===== config.mk =====
export PLATFORM = sky130hd
export DESIGN_NAME = avmm_copy_master
export DESIGN_NICKNAME = d
export VERILOG_FILES = /design/src/rtl/avmm_copy_master.sv
export SDC_FILE = /design/constraint.sdc
export NUM_CORES = 1
export LEC_CHECK = 0
export BUFFER_PORTS_ARGS = -buffer_cell sky130_fd_sc_hd__buf_2
export CORE_MARGIN = 2
export CORE_UTILIZATION = 30
export DETAILED_ROUTE_END_ITERATION = 7
export PLACE_DENSITY_LB_ADDON = 0.3
export SYNTH_ARGS = -nofsm -noshare
export SYNTH_HDL_FRONTEND = slang
export SYNTH_SLANG_ARGS = --single-unit

===== constraint.sdc =====
create_clock -name clk -period 3.6 [get_ports clk]
set_input_delay 0.36 -clock clk [delete_from_list [all_inputs] [get_ports clk]]
set_output_delay 0.36 -clock clk [all_outputs]
set_load 0.02 [all_outputs]

===== src/rtl/avmm_copy_master.sv =====
// avmm_copy_master: Avalon-MM initiator copying word_count words from src_addr to dst_addr on a RAM slave.
// Ports: clk, reset (sync, active-high); start/src_addr/dst_addr/word_count program a copy;
//   busy/done report progress; m_* is the Avalon-MM master port toward the RAM slave.
// Define AVMM_COPY_VERIFY_EN to read back every written word and add sticky error/err_addr outputs.
module avmm_copy_master #(
    parameter int ADDR_W       = 10,
    parameter int DATA_W       = 32,
    parameter int READ_LATENCY = 1
) (
    input  logic                clk,
    input  logic                reset,
    input  logic                start,
    input  logic [ADDR_W-1:0]   src_addr,
    input  logic [ADDR_W-1:0]   dst_addr,
    input  logic [ADDR_W:0]     word_count,
    output logic                busy,
    output logic                done,
    output logic [ADDR_W-1:0]   m_address,
    output logic [DATA_W/8-1:0] m_byteenable,
    output logic                m_chipselect,
    output logic                m_write,
    output logic [DATA_W-1:0]   m_writedata,
    input  logic [DATA_W-1:0]   m_readdata,
    input  logic                m_waitrequest
`ifdef AVMM_COPY_VERIFY_EN
    ,
    output logic                error,
    output logic [ADDR_W-1:0]   err_addr
`endif
);
    typedef enum logic [2:0] {IDLE, READ, WAIT, WRITE, DONE, VREAD, VWAIT} state_t;
    localparam logic [ADDR_W:0] ONE = 1;
    localparam logic [2:0] LAT = 3'(READ_LATENCY);
    state_t state, state_nx;
    logic [ADDR_W-1:0] src, dst;
    logic [ADDR_W:0] cnt, idx;
    logic [2:0] lat;
    logic [DATA_W-1:0] held;
    logic last, step;
    assign last = (idx + ONE) == cnt;
    // The index advances only once a word is fully handled, so readback still addresses dst+idx.
`ifdef AVMM_COPY_VERIFY_EN
    assign step = state == VWAIT && lat == 3'd1;
`else
    assign step = state == WRITE && !m_waitrequest;
`endif
    always_comb begin
        state_nx = state;
        busy = 1'b0;
        done = 1'b0;
        m_chipselect = 1'b0;
        m_write = 1'b0;
        m_address = '0;
        m_writedata = '0;
        case (state)
            IDLE: if (start) state_nx = (word_count == '0) ? DONE : READ;
            READ: begin
                busy = 1'b1;
                m_chipselect = 1'b1;
                m_address = src + idx[ADDR_W-1:0];
                if (!m_waitrequest) state_nx = WAIT;
            end
            WAIT: begin
                busy = 1'b1;
                if (lat == 3'd1) state_nx = WRITE;
            end
            WRITE: begin
                busy = 1'b1;
                m_chipselect = 1'b1;
                m_write = 1'b1;
                m_address = dst + idx[ADDR_W-1:0];
                m_writedata = held;
`ifdef AVMM_COPY_VERIFY_EN
                if (!m_waitrequest) state_nx = VREAD;
`else
                if (!m_waitrequest) state_nx = last ? DONE : READ;
`endif
            end
`ifdef AVMM_COPY_VERIFY_EN
            VREAD: begin
                busy = 1'b1;
                m_chipselect = 1'b1;
                m_address = dst + idx[ADDR_W-1:0];
                if (!m_waitrequest) state_nx = VWAIT;
            end
            VWAIT: begin
                busy = 1'b1;
                if (lat == 3'd1) state_nx = last ? DONE : READ;
            end
`endif
            DONE: begin
                done = 1'b1;
                state_nx = IDLE;
            end
            default: state_nx = IDLE;
        endcase
        m_byteenable = m_chipselect ? '1 : '0;
    end
    always_ff @(posedge clk) begin
        if (reset) begin
            state <= IDLE;
            src <= '0;
            dst <= '0;
            cnt <= '0;
            idx <= '0;
            lat <= '0;
            held <= '0;
`ifdef AVMM_COPY_VERIFY_EN
            error <= 1'b0;
            err_addr <= '0;
`endif
        end else begin
            state <= state_nx;
            if (state == IDLE && start) begin
                src <= src_addr;
                dst <= dst_addr;
                cnt <= word_count;
                idx <= '0;
`ifdef AVMM_COPY_VERIFY_EN
                error <= 1'b0;
                err_addr <= '0;
`endif
            end
            if ((state == READ || state == VREAD) && !m_waitrequest) lat <= LAT;
            if (state == WAIT || state == VWAIT) lat <= lat - 3'd1;
            if (state == WAIT && lat == 3'd1) held <= m_readdata;
            if (step) idx <= idx + ONE;
`ifdef AVMM_COPY_VERIFY_EN
            if (state == VWAIT && lat == 3'd1 && m_readdata != held && !error) begin
                error <= 1'b1;
                err_addr <= dst + idx[ADDR_W-1:0];
            end
`endif
        end
    end
endmodule


### After elaboration in Yosys (flattened, before gate mapping)

Cells that the tools add are included.

| operators by class | value |
|---|---|
| reduce and logical (&&, ||, !) cells | 14 |
| add/subtract/negate cells | 4 |
| multiplexer cells | 18 |
| equality and inequality tests | 12 |

Operators with widths:

| cell | count |
|---|---|
| $mux 32 | 1 |
| $mux 3 | 8 |
| $mux 11 | 2 |
| $add 10x10->10 | 2 |
| $pmux 10 s2 | 1 |
| $pmux 3 s4 | 1 |
| $add 11x1->11 const B | 1 |
| $eq 11x11->1 | 1 |
| $logic_not 11->1 | 1 |
| $eq 3x3->1 const B | 3 |
| $ne 2x2->1 const B | 4 |
| $eq 3x1->1 const B | 2 |
| $eq 3x2->1 const B | 2 |
| $logic_and 1x1->1 | 4 |
| $mux 1 | 4 |
| $mux 4 | 1 |
| $reduce_and 4->1 | 1 |
| $reduce_bool 2->1 | 2 |
| $logic_not 3->1 | 1 |
| $reduce_or 3->1 | 1 |
| $sub 3x1->3 const B | 1 |
| $logic_or 1x1->1 | 2 |
| $reduce_or 2->1 | 1 |
| $logic_not 1->1 | 1 |

| storage, ports and cells | value |
|---|---|
| word-level logic and storage cells | 55 |
| flip-flop bits (word level) | 80 |
| output and inout port bits | 50 |
| input bits | 67 |

### Longest topological paths before layout

| logic depth | value |
|---|---|
| depth in word-level cells | 5 |
| depth in mapped cells | 15 |
| depth with buffers taken out | 12 |

### Worst setup path before layout

OpenSTA, ideal clock, no wires.

| path | value |
|---|---|
| path type | register to output |
| start point | register state[2] |
| end point | output m_address[8] |
| cell stages (with the launch flop) | 16 |
| data required time | 3.240 ns |
| slack | 0.039 ns |
| arrival time | 3.201 ns |
| path through | dfxtp_1 clkbuf_2 nand2b_1 buf_2 inv_2 and2_1 buf_2 mux2_2 ha_1 fa_1 a21o_1 a21oi_1 o21ai_0 a21oi_1 xor2_1 nor2_1 |

| between the ends | value |
|---|---|
| longest elaborated chain between the ends | 2 |

RTL lines:

| what | RTL line | text |
|---|---|---|
| start: declaration | 34 | `state_t state, state_nx;` |
| start signal: assignment | 113 | `state <= state_nx;` |
| $eq 3x2->1 / $eq 3x1->1 (equally long branches) | 55 | `case (state)` |
| $pmux 10 s2 (*) | 55 |  |
| end: declaration | 18 | `output logic [ADDR_W-1:0] m_address,` |

Every way passes the cells marked *; elsewhere a longest branch is shown, timed or not.

### Final worst setup path

Same ends and word-level chain as after synthesis.

==> run summary <==
• 122.2 um — chip height
• 3 — number of H-tree levels
• 30.44% — effective utilization at floorplan
• clkbuf_16 — buffer cell driving the clock tree root
• 441.2 nW/um^2 — Pwr Density
• 4 — maximum fanout along the worst path
• 2.335 nW — reported leakage power
• 41.8% — clock power share
• 116 — Buffers on Ports
• 14.11 um — final routed wire length divided by cell count
• 41.6% — sequential power share
• 218 — number of violations reported at the end of detailed-routing iteration 0
• 0.2145 mV — highest ir drop seen on vdd
• 727 — Final nets
• 0 — Synth Warn #
• 3.24 ns — required time of the critical path
• 3.448 ns — fin crit period
• 4193 sq um — Synth Cell Area
• 636 — Mapped Nets
• 117 — Top Ports
• 19.22 mm — first-pass GRT wire length
• 0.3363 ns — worst slack after detailed placement
• 0.34 ns — Clock Latency Late Sink
• 290.0 MHz — peak clock frequency supported by timing
• 0 — number of antenna diodes
• 0.8101 — final weighted congestion in routability-driven placement
• 53 — count of distinct cell types in the synthesized netlist
• 0.1515 ns — PnR worst setup slack
• 0 ns — setup TNS after final layout
• no — setup repair after global routing missed its margin
• 122.2 um — Horiz. Die Dim
• 11.74 mm — wire length after detailed routing
• 0 — number of setup violations in the final report
• 16.22% — global-route total usage across every layer
• 52 — maximum number of pins on one net before global-route repair
• 4 — drt first pass iters
• dfxtp_1 — Synth area leader
• 1 — initial antenna violation count
• 0 — cts-stage hold buffer count
• built — clock tree from TritonCTS
• input pin to flop — Hold Crit Class
• finished, final reports clean — status
• 652.6 uW — switching power summed over all nets
• dfxtp_1 — leading register cell type out of synthesis
• 24.41% — headroom to the max-slew limit
• 0 — number of maximum-capacitance constraint violations
• 38.20% — share of the yosys chip area belonging to registers
• 0.006601 ns — final clock skew
• 8.437 mm — estimated wirelength of the detail-placed design
• 25.77% — share of layout cells above drive strength 1
• 43 — Row Count
• 38.20% — portion of synthesized cell area occupied by the leading cell type
• 2.302 mW — Final Total Pwr
• 0 — final hold violations
• 0 — count of flip-flops with a built-in enable after synthesis
• 0.07 ns — clock-pin slew reported for the worst setup and hold paths after clock tree synthesis
• 9 — number of buffers added by the clock tree synthesis step
• nand2_1 (139), a21oi_1 (85), dfxtp_1 (80) — top cell types by occurrence after synthesis
• 1.134 ns — Worst Max-Slew Pin Slew
• 16.6% — Gate power share
• 13,770 sq um — core footprint
• flop to primary output — type of the worst setup path
• primary output — endpoint class of the critical path
• 14,940 sq um — Die Footprint
• 4,043 — number of global-route vias before repair
• 556 — number of cells produced by synthesis
• 2 — number of buffers on the longest clock path
• 1.649 mW — cell internal pwr
• dfxtp_1 (38%), nand2_1 (12%), a21oi_1 (10%) — most area-consuming cells after synthesis
• 0% — proportion of register bits with asynchronous set or reset after synthesis
• 0 — total count of max-transition violations in the final report
• 0 — gr ovfl total
• 80 — clk sink count
• 3.09 ns — data arrival time of the worst path
• 24.44% — Area growth, synth to finish
• flop — CP Launch Type
• nand2_1 — count leader, synth
• 7.541 sq um — synthesized area per cell
• 0 — count of nets left with antenna violations after detail routing
• 4,155 — total via count after detailed routing
• 80 — flip-flop and latch count after synthesis
• 0 — number of remaining DRC errors
• 95.79% — crit share post-route
• 28.35% — net switching share of the total power
• 4.994 — ratio of routed vias to standard cells
## state kept, by name (all words and copies together), names as in the netlist
name   count
dst       10
lat        3
cnt       11
state      3
src       10
held      32
idx       11
## area by class of cell
| type | count | area [sq um] |
|---|---|---|
| Fill cell | 1484 | 8556 |
| Multi-Input combinational cell | 420 | 2374 |
| Sequential cell | 80 | 1602 |
| Timing Repair Buffer | 127 | 666.9 |
| Clock buffer | 11 | 252.7 |
| Tap cell | 180 | 225.2 |
| Clock inverter | 5 | 63.81 |
| Inverter | 9 | 33.78 |
## cell usage in the layout, fill, tap and decap left out, types with 2 or more instances in the layout
master,Yosys,layout
a2111oi_0,2,2
a211oi_1,2,2
a21boi_0,2,2
a21o_1,4,4
a21oi_1,85,83
a21oi_2,0,2
a311oi_1,4,4
a31oi_1,2,2
and2_1,6,5
and3_1,32,32
buf_2,7,116
buf_4,5,10
clkbuf_16,0,9
clkbuf_8,0,2
clkinv_4,0,2
dfxtp_1,80,80
ha_1,12,12
inv_1,8,8
mux2_2,9,9
mux2i_1,2,2
nand2_1,139,139
nand2b_1,4,4
nand3_1,8,8
nand3b_1,4,4
nand4_1,2,2
nand4_2,2,2
nor2_1,25,25
nor2b_1,3,3
nor3_1,7,5
nor3_2,0,2
nor4_1,3,3
o21ai_0,15,15
o22ai_1,2,2
or3_1,5,5
xnor2_1,11,11
xor2_1,8,8
## cell families (layout without fill, tap and decap cells)
family / Yosys count / count (layout) / synth area share [%]
buffers and inverters: 56 / 152 / 5.730
muxes: 11 / 11 / 2.895
and+or+nand+nor: 251 / 251 / 28.23
DFF: 80 / 80 / 38.20
adders and majority gates: 13 / 13 / 4.058
AOI/OAI and AO/OA: 126 / 126 / 16.92
xor gates and xnor gates: 19 / 19 / 3.969
## power groups by stage
stage               combinational (mW)  clock, mW  sequential (mW)
floorplan                        0.264          0            0.969
global placement                 0.373          0            0.977
detailed placement               0.382          0            0.978
CTS                              0.385      0.987            0.958
global route                     0.429       1.03            0.963
finish                           0.382      0.962            0.958
## path summary, 6_finish.rpt
kind,to,cells past startpoint,startpoint,slack (ns)
max reg2reg,state[0],7,idx[1],1.19
max,m_address[8],13,state[2],0.15
min,held[8],3,m_readdata[8],0.25
min reg2reg,held[18],2,held[18],0.45
## through the flow
stage	util (%)	cells	hold slack (ns)	area [sq um]
after CTS	37.74	831	0.2351	5197
after detailed placement	35.41	815	0.4423	4877
after global routing	37.88	832	0.2424	5218
after global placement	35.41	815	0.4379	4877
after floorplan	-	556	0.4319	4193
final	37.88	832	0.2504	5218
## what timing repair did
item	4_1_cts	5_1_grt
hold endpoints to repair	0	0
gates resized for setup	1	4
buffers inserted	0	1
setup endpoints to repair	2	4
pin swaps	0	2
## critical path, cell delays in order, from the launching register on
cell,delay (ns)
dfxtp_1,0.31
nand2b_1,0.17
inv_2,0.06
and2_2,0.18
mux2_2,0.34
ha_1,0.21
fa_1,0.42
a21o_1,0.21
a21oi_2,0.19
o21ai_0,0.10
a21oi_1,0.18
xor2_1,0.16
nor2_1,0.06
buf_2,0.15
## layer usage
layer / wire, um / vias to the layer above / part of all wire (%) / GRT usage (%)
li1: - / 2070 / - / -
met1: 5214 / 1965 / 44 / 19.94
met2: 5588 / 109 / 48 / 27.05
met3: 787 / 11 / 6.7 / 5.065
met4: 153 / 0 / 1.3 / 5.101
met5: 0 / - / 0 / 0
No activity file was read; power rests on OpenSTA's default activity.
